[src/rtl/gemm_act_feeder.sv]
// Double-buffered activation tile feeder for the GEMM systolic array.
// Two ping-pong banks: one fills from the controller while the other streams row-skewed.
module gemm_act_feeder #(
    parameter int unsigned DATA_WIDTH = 8,
    parameter int unsigned ARRAY_SIZE = 16
) (
    input  logic                                 clk,
    input  logic                                 rst_n,
    input  logic                                 wr_en,
    input  logic [$clog2(ARRAY_SIZE)-1:0]        wr_row,
    input  logic [ARRAY_SIZE*DATA_WIDTH-1:0]     wr_data,
    input  logic                                 buf_commit,
    output logic                                 wr_ready,
    input  logic                                 array_busy,
    output logic                                 start_compute,
    output logic [ARRAY_SIZE*DATA_WIDTH-1:0]     activation_out,
    output logic                                 activation_valid,
    output logic                                 busy,
    output logic [15:0]                          tiles_done
);

    localparam int unsigned N    = ARRAY_SIZE;
    localparam int unsigned RowW = $clog2(N);
    localparam int unsigned CntW = $clog2(2 * N);

    localparam logic [1:0] StIdle   = 2'd0;
    localparam logic [1:0] StLaunch = 2'd1;
    localparam logic [1:0] StStream = 2'd2;
    localparam logic [1:0] StWait   = 2'd3;

    logic [1:0]      state_q, state_d;
    logic [CntW-1:0] cnt_q, cnt_d;
    logic [1:0]      full_q, full_d;
    logic            wr_ptr_q, wr_ptr_d;
    logic            rd_ptr_q, rd_ptr_d;
    logic [15:0]     tiles_done_q, tiles_done_d;

    logic [N-1:0][DATA_WIDTH-1:0] bank_q [2][N];

    logic            wr_fire;
    logic            commit;
    logic            last_cnt;
    logic [CntW-1:0] col;

    assign wr_ready = ~full_q[wr_ptr_q];
    assign wr_fire  = wr_en & wr_ready;
    assign commit   = buf_commit & wr_ready;
    assign last_cnt = (cnt_q == CntW'(2 * N - 1));

    // Bank storage is deliberately left unreset; a tile is only read after it is committed.
    always_ff @(posedge clk) begin
        if (wr_fire) begin
            bank_q[wr_ptr_q][wr_row] <= wr_data;
        end
    end

    always_comb begin
        state_d      = state_q;
        cnt_d        = cnt_q;
        full_d       = full_q;
        wr_ptr_d     = wr_ptr_q;
        rd_ptr_d     = rd_ptr_q;
        tiles_done_d = tiles_done_q;

        if (commit) begin
            full_d[wr_ptr_q] = 1'b1;
            wr_ptr_d         = ~wr_ptr_q;
        end

        case (state_q)
            StIdle: begin
                if (full_q[rd_ptr_q] && !array_busy) begin
                    state_d = StLaunch;
                end
            end
            StLaunch: begin
                cnt_d   = '0;
                state_d = StStream;
            end
            StStream: begin
                cnt_d = cnt_q + CntW'(1);
                // Commit can never target rd_ptr here: that bank is full, so wr_ready is low for it.
                if (last_cnt) begin
                    full_d[rd_ptr_q] = 1'b0;
                    rd_ptr_d         = ~rd_ptr_q;
                    tiles_done_d     = tiles_done_q + 16'd1;
                    state_d          = StWait;
                end
            end
            StWait: begin
                if (!array_busy) begin
                    state_d = StIdle;
                end
            end
            default: state_d = StIdle;
        endcase
    end

    always_ff @(posedge clk or negedge rst_n) begin
        if (!rst_n) begin
            state_q      <= StIdle;
            cnt_q        <= '0;
            full_q       <= '0;
            wr_ptr_q     <= 1'b0;
            rd_ptr_q     <= 1'b0;
            tiles_done_q <= '0;
        end else begin
            state_q      <= state_d;
            cnt_q        <= cnt_d;
            full_q       <= full_d;
            wr_ptr_q     <= wr_ptr_d;
            rd_ptr_q     <= rd_ptr_d;
            tiles_done_q <= tiles_done_d;
        end
    end

    // Row i is delayed by i cycles; positions outside the tile are padded with zero.
    always_comb begin
        activation_out = '0;
        col            = '0;
        if (state_q == StStream) begin
            for (int i = 0; i < N; i++) begin
                col = cnt_q - CntW'(i);
                if ((cnt_q >= CntW'(i)) && (col < CntW'(N))) begin
                    activation_out[i*DATA_WIDTH +: DATA_WIDTH] =
                        bank_q[rd_ptr_q][i][col[RowW-1:0]];
                end
            end
        end
    end

    assign start_compute    = (state_q == StLaunch);
    assign activation_valid = (state_q == StStream);
    assign busy             = (state_q != StIdle);
    assign tiles_done       = tiles_done_q;

endmodule

[config.mk]
export PLATFORM = sky130hd
export DESIGN_NAME = gemm_act_feeder
export DESIGN_NICKNAME = d
export VERILOG_FILES = /design/src/rtl/gemm_act_feeder.sv
export SDC_FILE = /design/constraint.sdc
export NUM_CORES = 2
export LEC_CHECK = 0
export ABC_CLOCK_PERIOD_IN_PS = 8600
export BUFFER_PORTS_ARGS = -buffer_cell sky130_fd_sc_hd__buf_2
export CAP_MARGIN = 20
export CORE_MARGIN = 3
export CORE_UTILIZATION = 35
export CTS_BUF_LIST = sky130_fd_sc_hd__clkbuf_4
export CTS_CLUSTER_DIAMETER = 30
export DETAILED_ROUTE_END_ITERATION = 16
export PLACE_DENSITY = 0.51
export SYNTH_ARGS = -nofsm -noshare
export SYNTH_HDL_FRONTEND = slang
export SYNTH_SLANG_ARGS = --single-unit
[constraint.sdc]
create_clock -name clk -period 8.6 [get_ports clk]
set_clock_uncertainty 0.2 [all_clocks]
set_input_delay 0.86 -clock clk [delete_from_list [all_inputs] [get_ports clk]]
set_output_delay 0.86 -clock clk [all_outputs]
set_load 0.005 [all_outputs]
==> results.yml <==
place:
  placedCellCount: 12716
  place.gp.congestion: 0.8042
  place_hpwl_um: 290100
  port_buffers: 284
floorplan:
  core-area_um2: 446900
  die_height_um: 677.2
  dieArea_um2: 458600
  initial_utilization_pct: 35.28
  io_pins: 285
  dieWidth_um: 677.2
  rows: 245
hold_path:
  min_path_type: "input pin to register"
  min_from: "wr_data[98]"
critical_path:
  r2r-end: "bank_q[1][1093]$_DFFE_PP_"
  arrival_ns: 6.68
  ff2ff_path_depth: 6
  critPathKind: "register to output port"
  r2r-start: "wr_ptr_q$_DFFE_PN0N_"
  start_kind: "register"
  reg2reg_slack_ns: 3.48
  critPathRequiredTime_ns: 7.54
  critPathMaxFanout: 65
  crit_path_frequent_cell: "a21oi_1"
  endpoint: "activation_out[15]"
  crit_chain: "inv_6, ha_4, buf_12, mux4_2, nand2_1, a21oi_1, a21oi_1, o22ai_2, buf_2"
  cp-end-kind: "output port"
  crit_path_start: "cnt_q[1]$_DFFE_PN0P_"
  crit_path_top_delay_cell: "ha_4"
  slowest_delay_ns: 1.05
yosys:
  syn-cell-area_um2: 157700
  ys_warn_count: 0
  synth_nets: 6772
  synth-main-ff-cell: "edfxtp_1"
  synth-edff-count: 4096
  syn_avg_cell_area_um2: 23.84
  synth_most_common_cell: "edfxtp_1"
  synth_top_cell_area_share_pct: 78.01
  ys_top_cells_by_area: "edfxtp_1 (78%), mux4_2 (17%), mux2i_1 (0.67%)"
  seq_area_frac_synth_pct: 78.44
  synthTopCellsByCount: "edfxtp_1 (4,096), mux4_2 (1,165), nand2_1 (200)"
  synth_top_area_cell: "edfxtp_1"
  synth_cells: 6614
  synth-seq-cells: 4123
  yosysUniqueCellTypes: 61
  async_reset_ff_share_pct: 0.6549
grt:
  track_usage_pct: 21.98
  antenna_found_initial: 76
  grt_max_degree: 140
  grt_pass1_wl_um: 689800
  grt_overflow_total: 0
  grt_pass1_vias: 84883
sta:
  fmax_mhz: 129.2
  fin_crit_sh_pct: 90.03
  slew_headroom_pct: 4.904
  slew_violations: 0
  rsz0062_at_grt: "no"
  fin_tns_setup_ns: 0
  hold_violations: 0
  fin_crit_ns: 7.743
  worst_pin_slew_ns: 1.426
  final-setup-viol-count: 0
detailed_routing:
  routed_wl_um: 502900
  wl_per_cell_um: 33.90
  ant_nets: 0
  drtIter0Drc: 10157
  drc: 0
  viasPerCell: 5.527
  dr.pass1.iters: 6
  routed-via-count: 81990
cells_and_area:
  multi_input_area_um2: 32490
  final_cells: 14834
  area_growth_pct: 16.36
  nFillCells: 39636
  drive_gt1_share_pct: 39.74
  finish.net_count: 8325
  seq_area_um2: 123700
  post-route-util_pct: 41.05
clocking:
  cts_tree: "yes"
  cts.sinks: 4123
  cts_inserted_buffers: 1177
  clockBufferDepth: 5
  ctsResizeCount: 0
  clkTransAtPathRegs_ns: 0.06
  clock_latency_ns: 1.68
  clockRootBuffer: "clkbuf_4"
  cts_max_level: 7
outcome:
  status: "complete, no violations"
power_and_ir_drop:
  p_leak_nw: 57.53
  power_density_nw_per_um2: 255.4
  ir_worst_vdd_mv: 0.2186
flow_run:
  max_cap_viol_count: 0
repair_timing:
item,in CTS,in global routing
hold buffers,182,6
buffers inserted,0,0
hold endpoints to repair,4882,51
layer usage:
layer | up-vias | wire length (um) | global-route usage, %
met5 | - | 27 | 0
met1 | 44871 | 205500 | 30.28
met3 | 681 | 40460 | 4.383
met2 | 4169 | 241900 | 34.40
met4 | 4 | 15060 | 8.883
li1 | 32265 | - | -
cells in the final DEF (no fill, tap or decap), types with 12 or more instances in the layout:
cell           count
clkinv_2          53
a21oi_1           64
mux2_2            16
o22ai_1           56
dfrtp_1           23
inv_1             76
o21ai_0           23
buf_4            183
inv_2             24
mux4_2          1165
mux2i_1          105
a31oi_1           12
o221ai_1          17
buf_12            51
xnor2_1           18
edfxtp_1        4096
nor2_1            64
nor2_4            32
diode_2           47
bufinv_16         15
clkbuf_4        1641
clkinv_1         141
nand3_1           54
ha_1              18
a211oi_1          14
a22o_1            42
buf_2            285
dlygate4sd3_1    181
nand2_1          199
power breakdown:
group          internal (W)  total, W  switching, W  leakage [nW]
sequential           0.0221    0.0222      0.000101          37.2
combinational       0.00250   0.00758       0.00508          12.1
clock               0.00916    0.0171       0.00792          8.28
total                0.0338    0.0469        0.0131          57.5
sequential cells by signal, summed over array words and instances, names as in the netlist:
| register | cells |
|---|---|
| cnt_q | 5 |
| state_q | 2 |
| bank_q | 4096 |
| full_q | 2 |
| tiles_done | 16 |
| rd_ptr_q | 1 |
| wr_ptr_q | 1 |
worst max-delay path, delay by kind of cell (launching register included):
| family | cells | cell delay [ns] |
|---|---|---|
| adders and majority gates | 1 | 1.05 |
| DFF | 1 | 1.03 |
| muxes | 1 | 0.41 |
| buffers and inverters | 3 | 1.25 |
| AOI/OAI and AO/OA | 3 | 1.01 |
| and+or+nand+nor | 1 | 0.09 |
worst min-delay path by stage:
stage	end	slack (ns)	cells past startpoint
floorplan	tiles_done[15]$_DFFE_PN0P_	0.27	1
global placement	tiles_done[15]$_DFFE_PN0P_	0.26	1
detailed placement	tiles_done[9]$_DFFE_PN0P_	0.28	1
CTS	bank_q[0][1932]$_DFFE_PP_	0.002	2
global route	bank_q[0][1339]$_DFFE_PP_	-0.005	2
finish	bank_q[1][994]$_DFFE_PP_	0.12	2
cells by family after synthesis:
family          synth area share (%)
flops                          78.44
mux                            17.42
simple gates                   1.172
buf+inv                        1.267
compound gates                 1.367
xor+xnor                      0.1666
fa+ha+maj                     0.1666
through the flow:
stage | power (W) | instance area, um^2 | worst slack (ns) | hold slack (ns)
floorplan | 0.02615 | 157700 | 1.036 | 0.2684
global placement | 0.03018 | 167300 | 1.899 | 0.2581
detailed placement | 0.03019 | 167500 | 2.515 | 0.2845
CTS | 0.04743 | 183100 | 0.5564 | 0.002175
global route | 0.04868 | 183400 | 0.6098 | -0.005267
finish | 0.04686 | 183500 | 0.8574 | 0.1248
area by class of cell:
class	count	share of cell area, %
Clock inverter	230	0.7236
Multi-Input combinational cell	2073	17.71
Inverter	82	0.1739
Antenna cell	47	0.06411
Clock buffer	1641	6.715
Tap cell	5928	4.043
Sequential cell	4123	67.42
Timing Repair Buffer	710	3.155
(Power assumes the default switching activity.)
